**src/rtl/uart_pkg.sv**
```systemverilog
// -----------------------------------------------------------------------------
// uart_pkg
// Shared definitions for the UART receive path: receiver and assembly FSM
// state encodings, the frame data width, and the bit-period helper used to
// derive CLKS_PER_BIT from the clock and line rates.
// -----------------------------------------------------------------------------
package uart_pkg;

   localparam int BITS_PER_BYTE = 8;

   typedef enum logic [2:0] {
      RX_IDLE,
      RX_START,
      RX_DATA,
      RX_STOP,
      RX_BREAK
   } rxState_t;

   typedef enum logic [1:0] {
      s_IDLE,
      s_WAIT_RX,
      s_DONE
   } topState_t;

   // Clock cycles per UART bit, truncated.
   function automatic int clksPerBit(input int clkFreq, input int baudRate);
      return clkFreq / baudRate;
   endfunction

endpackage

```
**src/rtl/uart_rx.sv**
```systemverilog
// -----------------------------------------------------------------------------
// uart_rx
// 8N1 UART receiver, LSB first. The line is brought into the iClk domain
// through a two-flop synchroniser and sampled at the middle of each bit.
//
// Ports:
//   iClk     clock
//   iRst     synchronous active-high reset
//   iRx      asynchronous serial line, idle high
//   oRxByte  last received data byte (valid while oRxDone pulses)
//   oRxDone  1-cycle pulse: good frame received
//   oRxErr   1-cycle pulse: stop bit sampled low
// -----------------------------------------------------------------------------
module uart_rx
   import uart_pkg::*;
#(
   parameter int CLKS_PER_BIT = 1085
) (
   input  logic       iClk,
   input  logic       iRst,
   input  logic       iRx,
   output logic [7:0] oRxByte,
   output logic       oRxDone,
   output logic       oRxErr
);

   localparam int CNT_W = $clog2(CLKS_PER_BIT) + 1;
   localparam logic [CNT_W-1:0] HALF_LAST = CNT_W'(CLKS_PER_BIT / 2 - 1);
   localparam logic [CNT_W-1:0] FULL_LAST = CNT_W'(CLKS_PER_BIT - 1);

   rxState_t         rState;
   logic [CNT_W-1:0] rClkCnt;
   logic [2:0]       rBitIdx;
   logic [7:0]       rShift;
   logic             rSync1;
   logic             rSync2;

   assign oRxByte = rShift;

   // Synchronisers reset to the idle level so reset never looks like a start bit.
   always_ff @(posedge iClk) begin
      if (iRst) begin
         rSync1 <= 1'b1;
         rSync2 <= 1'b1;
      end else begin
         rSync1 <= iRx;
         rSync2 <= rSync1;
      end
   end

   // Data shift register carries no reset; it is only read on oRxDone.
   always_ff @(posedge iClk) begin
      if (rState == RX_DATA && rClkCnt == FULL_LAST)
         rShift <= {rSync2, rShift[7:1]};
   end

   always_ff @(posedge iClk) begin
      if (iRst) begin
         rState  <= RX_IDLE;
         rClkCnt <= '0;
         rBitIdx <= '0;
         oRxDone <= 1'b0;
         oRxErr  <= 1'b0;
      end else begin
         oRxDone <= 1'b0;
         oRxErr  <= 1'b0;
         case (rState)
            RX_IDLE: begin
               rClkCnt <= '0;
               if (!rSync2)
                  rState <= RX_START;
            end
            // Re-check at mid start bit; a high line here was only a glitch.
            RX_START: begin
               if (rClkCnt == HALF_LAST) begin
                  rClkCnt <= '0;
                  rBitIdx <= '0;
                  rState  <= rSync2 ? RX_IDLE : RX_DATA;
               end else begin
                  rClkCnt <= rClkCnt + 1'b1;
               end
            end
            RX_DATA: begin
               if (rClkCnt == FULL_LAST) begin
                  rClkCnt <= '0;
                  rBitIdx <= rBitIdx + 1'b1;
                  if (rBitIdx == 3'(BITS_PER_BYTE - 1))
                     rState <= RX_STOP;
               end else begin
                  rClkCnt <= rClkCnt + 1'b1;
               end
            end
            // Leaving at mid stop bit leaves half a bit to catch a
            // back-to-back start edge.
            RX_STOP: begin
               if (rClkCnt == FULL_LAST) begin
                  rClkCnt <= '0;
                  if (rSync2) begin
                     oRxDone <= 1'b1;
                     rState  <= RX_IDLE;
                  end else begin
                     oRxErr  <= 1'b1;
                     rState  <= RX_BREAK;
                  end
               end else begin
                  rClkCnt <= rClkCnt + 1'b1;
               end
            end
            // Line held low (break): wait for idle before hunting for a start.
            RX_BREAK: begin
               if (rSync2)
                  rState <= RX_IDLE;
            end
            default: rState <= RX_IDLE;
         endcase
      end
   end

endmodule

```
**src/rtl/uart_top_receive.sv**
```systemverilog
// -----------------------------------------------------------------------------
// uart_top_receive
// Receives NBYTES UART frames and assembles them into one word, first byte
// in the uppermost position. The full word is flagged on oValid and held
// until the host acknowledges with iAck.
//
// Ports:
//   iClk       clock
//   iRst       synchronous active-high reset
//   iRx        serial line, idle high, 8N1 LSB first
//   iAck       consumer acknowledge; re-arms the receiver while oValid=1
//   oBuffer    assembled word (partial contents visible during filling)
//   oValid     high while the buffer is full and unacknowledged
//   oFrameErr  sticky framing-error flag, cleared by iAck
// -----------------------------------------------------------------------------
module uart_top_receive
   import uart_pkg::*;
#(
   parameter int NBYTES    = 8,
   parameter int CLK_FREQ  = 125_000_000,
   parameter int BAUD_RATE = 115_200
) (
   input  logic                iClk,
   input  logic                iRst,
   input  logic                iRx,
   input  logic                iAck,
   output logic [NBYTES*8-1:0] oBuffer,
   output logic                oValid,
   output logic                oFrameErr
);

   localparam int CLKS_PER_BIT = clksPerBit(CLK_FREQ, BAUD_RATE);
   localparam int CNT_W        = $clog2(NBYTES) + 1;

   topState_t           rState;
   logic [NBYTES*8-1:0] rBuffer;
   logic [CNT_W-1:0]    rCnt;
   logic [7:0]          wRxByte;
   logic                wRxDone;
   logic                wRxErr;
   logic                wAckNow;

   uart_rx #(
      .CLKS_PER_BIT(CLKS_PER_BIT)
   ) uRx (
      .iClk    (iClk),
      .iRst    (iRst),
      .iRx     (iRx),
      .oRxByte (wRxByte),
      .oRxDone (wRxDone),
      .oRxErr  (wRxErr)
   );

   assign oBuffer = rBuffer;
   assign wAckNow = (rState == s_DONE) && iAck;

   always_ff @(posedge iClk) begin
      if (iRst) begin
         rState    <= s_IDLE;
         rBuffer   <= '0;
         rCnt      <= '0;
         oValid    <= 1'b0;
         oFrameErr <= 1'b0;
      end else begin
         case (rState)
            s_IDLE: rState <= s_WAIT_RX;
            s_WAIT_RX: begin
               if (wRxDone) begin
                  rBuffer <= {rBuffer[NBYTES*8-9:0], wRxByte};
                  rCnt    <= rCnt + CNT_W'(1);
                  if (rCnt == CNT_W'(NBYTES - 1)) begin
                     rState <= s_DONE;
                     oValid <= 1'b1;
                  end
               end
            end
            // Word held; new bytes are dropped until acknowledged.
            s_DONE: begin
               if (iAck) begin
                  rBuffer   <= '0;
                  rCnt      <= '0;
                  oValid    <= 1'b0;
                  oFrameErr <= 1'b0;
                  rState    <= s_WAIT_RX;
               end
            end
            default: begin
               rState <= s_IDLE;
               oValid <= 1'b0;
            end
         endcase
         // An ack in the same cycle as a framing error leaves the flag clear.
         if (wRxErr && !wAckNow)
            oFrameErr <= 1'b1;
      end
   end

endmodule

```
**config.mk**
```make
export PLATFORM = sky130hd
export DESIGN_NAME = uart_top_receive
export DESIGN_NICKNAME = d
export VERILOG_FILES = /design/src/rtl/uart_pkg.sv /design/src/rtl/uart_rx.sv /design/src/rtl/uart_top_receive.sv
export SDC_FILE = /design/constraint.sdc
export NUM_CORES = 1
export LEC_CHECK = 0
export ABC_AREA = 1
export CAP_MARGIN = 20
export CORE_ASPECT_RATIO = 0.8
export CORE_UTILIZATION = 53
export DETAILED_ROUTE_END_ITERATION = 12
export PLACE_DENSITY = 0.83
export SLEW_MARGIN = 20
export SYNTH_ARGS = -nofsm -noshare
export SYNTH_HDL_FRONTEND = slang
export SYNTH_HIERARCHICAL = 1
export SYNTH_SLANG_ARGS = --single-unit
export TNS_END_PERCENT = 30
```
**constraint.sdc**
```tcl
create_clock -name iClk -period 1.65 [get_ports iClk]
set_input_delay 0.33 -clock iClk [delete_from_list [all_inputs] [get_ports iClk]]
set_output_delay 0.33 -clock iClk [all_outputs]
set_load 0.005 [all_outputs]
```
* Word-level counts from Yosys, hierarchy flattened *
Index checks and enable logic that the tools add are counted.

storage, ports and cells
  memories kept = 0
  word-level logic and storage cells = 90
  output and inout port bits = 66
  bits in read-only memories = 0
  register bits = 102
  latch bits = 0
  bits of input ports = 4
  RAM bits = 0

cells by class
  add/subtract/negate cells = 3
  eq/ne operators = 19
  magnitude comparators = 0
  mux-type cells = 33
  reduce and logical (&&, ||, !) cells = 19
  multipliers = 0
  bitwise gates (word level) = 3
  divide/modulo/power cells = 0
  shift-type cells = 0

operators by type and width
  operator               number
  $mux 64                2
  $pmux 64 s2            1
  $pmux 12 s3            1
  $mux 3                 9
  $mux 12                2
  $pmux 3 s5             1
  $add 12x1->12 const B  1
  $eq 12x10->1 const B   1
  $eq 12x11->1 const B   1
  $ne 2x2->1 const B     5
  $reduce_and 3->1       3
  $mux 2                 4
  $mux 4                 2
  $ne 2x1->1 const B     4
  $pmux 4 s2             1
  $reduce_bool 2->1      4
  $mux 1                 7
  $eq 3x2->1 const B     2
  $eq 3x3->1 const B     2
  $pmux 2 s3             1
  $pmux 3 s2             1
  $reduce_and 6->1       1
  $add 4x1->4 const B    1
  $eq 4x3->1 const B     1
  15 further kinds       19

* Logic depth before layout (Yosys ltp) *
Gate-level depths: netlist of the first run.

  depth after elaboration = 6
  depth in mapped cells = 10
  mapped depth without buffers = 10

* Hierarchy *
The synthesis of the first run kept the hierarchy.

by module, submodules not included
  module            instances  area each (um^2)  cells an instance  seq. area each (um^2)
  uart_top_receive  1          2,697.6           342                1,441.4
  uart_rx           1          1,471.4           182                680.7

* Least setup slack after synthesis of the first run *
Ideal clock, no wire load.

  path kind = flip-flop to flip-flop
  from = reg uRx.rClkCnt[0]
  to = reg uRx.rShift[0] (netlist: uRx/oRxByte[0]), enable pin
  clock period less this slack = 1,446 ps
  setup time = 334 ps
  path buffers = 0
  arrival = 1,113 ps
  setup slack = 204 ps
  data required time = 1,316 ps
  stages on the path, launching flop included = 7
  cell sequence = dfxtp_1 inv_1 ha_1 nand3_1 nor2_2 nand3_2 inv_1

between the ends
  word-level cells in the longest chain between the ends = 2

ends and longest elaborated chain
  element                 line            text
  from (decl)             uart_rx.sv:32   logic [CNT_W-1:0] rClkCnt;
  from (signal assigned)  uart_rx.sv:80   rClkCnt <= rClkCnt + 1'b1;
  from (signal assigned)  uart_rx.sv:90   rClkCnt <= rClkCnt + 1'b1;
  from (signal assigned)  uart_rx.sv:106  rClkCnt <= rClkCnt + 1'b1;
  $eq 12x11->1            uart_rx.sv:53   if (rState == RX_DATA && rClkCnt == FULL_LAST)
  $logic_and 1x1->1       uart_rx.sv:53
  to (signal assigned)    uart_rx.sv:54   rShift <= {rSync2, rShift[7:1]};
  to (decl)               uart_rx.sv:34   logic [7:0] rShift;

Every way passes these cells.
A chain may end at the register's enable or synchronous reset.

* Worst setup path after layout of the first run *
  from = reg rBuffer[29] (netlist: oBuffer[29])
  to = out oBuffer[29]

RTL lines
  element                 line                    text
  from (decl)             uart_top_receive.sv:36  logic [NBYTES*8-1:0] rBuffer;
  from (signal assigned)  uart_top_receive.sv:69  rBuffer <= {rBuffer[NBYTES*8-9:0], wRxByte};
  to (decl)               uart_top_receive.sv:27  output logic [NBYTES*8-1:0] oBuffer,

No word-level cell between the ends.

==> out/qor.yml, run 1 <==
met3_usage: 0.0542
synthToLayoutAreaGrowth_pct: 24.8
wl_per_cell_um: 13.2
dieArea_um2: 8230
clock_latency_ns: 0.37
antenna_found_initial: 0
cts_hold_buf: 0
num_vias: 3778
overflow: 0
synth_flop_cell: "dfxtp_1"
die_w_um: 101
grt_use_met2: 0.375
crit_path_start_kind: "flop"
min_period_ns: 1.60
end_kind: "primary output"
numCtsBuffers: 9
crit_buf_inv: 1
globalplace.congestion: 0.868
first_iter_violations: 207
cap_violations: 0
yosysUniqueCellTypes: 33
ant_nets: 0
wl_mm: 9.17
avgSynthCellArea_um2: 7.96
slowest_stage: "clkdlybuf4s50_1"
rows: 28
synth.largest_area_cell: "dfxtp_1"
rrSetupSlack_ns: 0.16
synth.most_common_cell: "nand2_1"
drc: 0
hold_viol_final: 0
p_per_area_nw_per_um2: 886
grt_max_degree: 68
hold_class: "primary input to flop"
holdWs_ns: 0.313
syn-num-nets: 534
arrival_ns: 1.27
crit_family: "buffers and inverters"
synthArstFlopShare: 0
clkTransAtPathRegs_ns: 0.11
cpPeakStageDelay_ns: 0.51
synthTopCellsByCount: "nand2_1, dfxtp_1, a21oi_1, nand3_1, inv_1"
timing.rr.start: "uRx/rClkCnt[1]"
cts_buffer_depth: 2
clock_skew_ns: 0.00979
drive_gt1_frac: 0.146
finalCritPeriodShare: 0.968
path_class: "flop to primary output"
hold_end: "rState[0]"
synth_edf_count: 8
numClockSinks: 102
seqCellArea_um2: 2160
clock-root-buffer: "clkbuf_8"
fmax_ghz: 0.626
worst_pin_slew_ns: 0.489
dp_hpwl_mm: 6.22
multi_input_area_um2: 1750
ys_warn_count: 6
die-height_um: 81.3
status: "finished, final reports clean"
top_usage_layer: "met2"
viasPerCell: 5.45
timing.rr.end: "uRx/rBitIdx[0]"
synth_top_cell_area_share: 0.451
rsz0062_at_grt: "yes"
yosysSeqAreaShare: 0.509
r2r_cells: 9
setup_slack_ns: 0.0527
port_buffers: 69
required_ns: 1.32
hold_start: "iRst"
synthesis.instances: 524
grt_pass1_vias: 3229
htreeDepth: 3
pre_cts_ws_ns: 0.0988
postPlaceCellArea_um2: 4950
slew-limit-headroom: 0.674
coreArea_um2: 7500
p_leak_nw: 2.00
grt_first_pass_wirelength_mm: 15.0
syn_area_um2: 4170
yosys_register_bits: 102
final_cell_area_um2: 5200
path_max_fanout: 3
fillers: 636
fin_util: 0.694
grt_usage: 0.233
io_pins: 70
setup_viol: 0
firstDrtPassIters: 5
crit_chain: "clkdlybuf4s50_1"
tns_ns: 0
hold_depth: 4
cts_tree: "yes"
finalNetCount: 593
num_antenna_cells: 0
use_met1: 0.313
peakVddDrop_mv: 0.872
synthTopCellsByArea: "dfxtp_1, nand2_1, a21oi_1, nand3_1, edfxtp_1"
initial_core_util: 0.556
slew_viol_final: 0
==> worst max path at each step <==
stage                     end  cells past startpoint  slack (ns)            from
3_3_place_gp      oBuffer[45]                      5        0.14            iAck
3_5_place_dp      oBuffer[59]                      5         0.1            iAck
5_1_grt        uRx/rBitIdx[0]                      9       -0.01  uRx/rClkCnt[1]
2_1_floorplan  uRx/oRxByte[0]                      6        0.20  uRx/rClkCnt[0]
4_1_cts           oBuffer[40]                      1       0.007     oBuffer[40]
6_report          oBuffer[29]                      1        0.05     oBuffer[29]
==> report_power, final <==
group	total [mW]	switching (mW)	leakage (nW)	internal, mW
registers	2.57	0.0451	0.846	2.53
clock network	1.50	0.912	0.0968	0.585
logic	0.539	0.364	1.05	0.175
total	4.61	1.32	2.00	3.29
==> routing by layer <==
layer | routed length (um) | share of wire | vias up
li1 | - | - | 1862
met1 | 4060 | 0.44 | 1779
met2 | 4360 | 0.48 | 128
met3 | 637 | 0.069 | 9
met4 | 113 | 0.012 | 0
met5 | 0 | 0 | -
==> through the flow <==
| stage | power, mW | std cells |
|---|---|---|
| after detailed placement | 3.17 | 676 |
| after CTS | 4.65 | 692 |
| final | 4.61 | 693 |
| after floorplan | 3.05 | 524 |
| after global placement | 3.13 | 676 |
| after global routing | 4.82 | 693 |
==> repair_timing <==
item	in CTS	in global routing
resized for setup	0	40
buffers inserted	0	1
setup endpoints to repair	0	43
==> cells by family (layout without fill, tap and decap cells) <==
| logic type | after synthesis | in the layout | synth area share |
|---|---|---|---|
| AND/OR/NAND/NOR | 252 | 252 | 0.282 |
| flip-flops | 102 | 102 | 0.509 |
| AO/OA/AOI/OAI | 95 | 95 | 0.118 |
| buffers and inverters | 68 | 132 | 0.0711 |
| adder cells (fa/ha/maj) | 6 | 6 | 0.0180 |
| XOR/XNOR | 1 | 1 | 0.00210 |
==> placed cells by master (no fill, tap or decap), types with 4 or more instances in the layout <==
cell type and instances:
inv_2 4, o21ai_0 6, nand3_2 5, nand3_1 82, dfxtp_2 32, nor2_2 4, buf_12 4, clkdlybuf4s50_1 61
nor2_1 22, edfxtp_1 8, nand4_1 5, clkbuf_8 9, a21oi_1 82, inv_1 32, ha_1 6, buf_4 6
nand2_1 118, dlymetal6s2s_1 7, dfxtp_1 62
==> final cells by class <==
type                    count  share of cell area
clock buffers               9              0.0238
multi-input cells         354               0.337
repair buffers             79               0.159
well taps                 105              0.0253
clock inverters             7              0.0127
inverters                  37              0.0267
flip-flops and latches    102               0.416
==> registers in the layout (all words and copies together), names as in the netlist <==
signal       flops
oBuffer         64
oFrameErr        1
oValid           1
rCnt             4
rState           2
uRx/oRxByte      8
uRx/oRxDone      1
uRx/oRxErr       1
uRx/rBitIdx      3
uRx/rClkCnt     12
uRx/rState       3
uRx/rSync1       1
uRx/rSync2       1
No activity file was read; power rests on OpenSTA's default activity.
==> run 2: changes to the inputs <==
--- a/config.mk
+++ b/config.mk
@@ -6,7 +6,6 @@
 export NUM_CORES = 1
 export LEC_CHECK = 0
 export ABC_AREA = 1
-export CAP_MARGIN = 20
 export CORE_ASPECT_RATIO = 0.8
 export CORE_UTILIZATION = 53
 export DETAILED_ROUTE_END_ITERATION = 12
==> results of run 2 <==
Same layout as run 1: the final DEF is identical, and so are final timing and power.
==> run 3: changes to the inputs <==
--- a/config.mk
+++ b/config.mk
@@ -8,6 +8,7 @@
 export ABC_AREA = 1
 export CORE_ASPECT_RATIO = 0.8
 export CORE_UTILIZATION = 53
+export CTS_CLUSTER_SIZE = 40
 export DETAILED_ROUTE_END_ITERATION = 12
 export PLACE_DENSITY = 0.83
 export SLEW_MARGIN = 20
==> constraint.sdc (replaced) <==
create_clock -name iClk -period 1.5 [get_ports iClk]
set_input_delay 0.3 -clock iClk [delete_from_list [all_inputs] [get_ports iClk]]
set_output_delay 0.3 -clock iClk [all_outputs]
set_load 0.005 [all_outputs]
==> out/qor.yml, run 3 (synthesized netlist as in run 1, its figures left out) <==
die_w_um: 101
fin_util: 0.708
num_antenna_cells: 0
hold_class: "primary input to flop"
timing.rr.end: "uRx/rClkCnt[7]"
final_cell_area_um2: 5310
drive_gt1_frac: 0.220
grt_usage: 0.242
finalNetCount: 607
final_common_cell: "nand2_1"
mostFrequentLayoutCells: "nand2_1, a21oi_1, nand3_1"
htreeDepth: 3
postPlaceCellArea_um2: 5020
io_pins: 70
dieArea_um2: 8230
required_ns: 1.76
rrSetupSlack_ns: 0.08
path_class: "flop to flop"
num_vias: 3795
synthToLayoutAreaGrowth_pct: 27.3
crit_cells: 9
p_total_mw: 5.12
min_period_ns: 1.42
endpoint: "uRx/rClkCnt[7]"
ant_nets: 0
drt-met1-wl_mm: 4.22
wl_per_cell_um: 13.7
r2r_cells: 9
grt_first_pass_wirelength_mm: 15.6
end_kind: "flop"
cpPeakStageDelay_ns: 0.34
numClockSinks: 102
setup_viol: 0
cts_hold_buf: 0
arrival_ns: 1.68
rows: 28
p_per_area_nw_per_um2: 965
globalplace.congestion: 0.894
crit_buf_inv: 2
cts_tree: "yes"
maxUsedRoutingLayer: "met4"
clkTransAtPathRegs_ns: 0.10
hold_viol_final: 0
holdWs_ns: 0.399
clock_latency_ns: 0.37
slowest_stage: "dfxtp_2"
wl_met2_mm: 4.82
dp_hpwl_mm: 6.23
crit_family: "simple AND/OR/NAND/NOR gates"
slew-limit-headroom: 0.782
crit_chain: "inv_2, ha_2, nand3_2, nor2_4, nand2_2, nand2_4, nand3_4, o211ai_1, inv_1"
initial_core_util: 0.556
startpoint: "uRx/rClkCnt[1]"
drc: 0
grt_max_degree: 62
crit_path_start_kind: "flop"
firstDrtPassIters: 5
clock_skew_ns: 0.0141
met3_length_um: 519
p_leak_nw: 2.34
numCtsBuffers: 9
peakVddDrop_mv: 0.748
viasPerCell: 5.38
first_iter_violations: 191
clock-root-buffer: "clkbuf_8"
path_max_fanout: 8
cts_buffer_depth: 2
port_buffers: 69
cap_violations: 0
overflow: 0
status: "finished, final reports clean"
rsz0062_at_grt: "yes"
grt_pass1_vias: 3435
largest_reg_flops: 64
finalCritPeriodShare: 0.947
slew_viol_final: 0
timing.rr.start: "uRx/rClkCnt[1]"
worst_pin_slew_ns: 0.325
coreArea_um2: 7500
antenna_found_initial: 0
die-height_um: 81.3
wl_mm: 9.65
fmax_ghz: 0.704
[run 3: cell count changes in the layout (fill, tap and decap cells not counted), moves of 2 or more]
cell             change
buf_12               +2
buf_4               +12
clkdlybuf4s50_1     -59
dfxtp_1             -28
dfxtp_2             +28
dlygate4sd2_1       +63
dlymetal6s2s_1       -4
inv_1                -2
inv_2                +2
nand3_1              -2
nand3_2              +2
[run 3: how the worst min path moves through the flow]
stage	start	end	cells past startpoint	slack, ns
2_1_floorplan	uRx/rSync1	uRx/rSync2	1	0.39
3_3_place_gp	uRx/rSync1	uRx/rSync2	1	0.39
3_5_place_dp	uRx/rSync1	uRx/rSync2	1	0.41
4_1_cts	iRst	oBuffer[44]	3	0.39
5_1_grt	iRst	oBuffer[44]	3	0.40
6_report	iRst	oBuffer[61]	3	0.40
[run 3: worst reg2reg max path, stage by stage, from the launching register on]
cell      delay, ns
dfxtp_2        0.34
inv_2          0.06
ha_2           0.17
nand3_2        0.10
nor2_4         0.17
nand2_2        0.09
nand2_4        0.11
nand3_4        0.12
o211ai_1       0.11
inv_1          0.05
[run 3: metal layers]
| layer | vias up | global-route usage |
|---|---|---|
| li1 | 1887 | - |
| met3 | 9 | 0.0611 |
| met2 | 106 | 0.419 |
| met1 | 1793 | 0.305 |
| met4 | 0 | 0.0551 |
| met5 | - | 0 |
[run 3: what timing repair did]
| item | CTS | global route |
|---|---|---|
| pin swaps | 1 | 4 |
| setup endpoints to repair | 71 | 26 |
| endpoints found under the hold margin | 0 | 0 |
| gates resized for setup | 120 | 14 |
| setup buffers | 9 | 0 |
[run 3: layout make-up]
cell class,count,area [um^2]
well taps,105,131
multi-input cells,354,1770
repair buffers,93,870
inverters,37,139
flip-flops and latches,102,2200
fillers,607,2190
clock buffers,10,149
clock inverters,5,47.5
[run 3: through the flow]
stage | worst slack (ns) | std cells | setup TNS (ns)
floorplan | 0.0536 | 524 | 0
global placement | 0.0359 | 682 | 0
detailed placement | -0.0168 | 682 | -0.0423
CTS | -0.0433 | 706 | -0.0433
global route | -0.0153 | 706 | -0.0262
finish | 0.0797 | 706 | 0
[run 3: where the power goes]
| part | leakage, nW | internal (mW) | switching, mW |
|---|---|---|---|
| logic | 1.38 | 0.205 | 0.399 |
| clock network | 0.0979 | 0.727 | 0.969 |
| registers | 0.861 | 2.78 | 0.0437 |
| total | 2.34 | 3.71 | 1.41 |
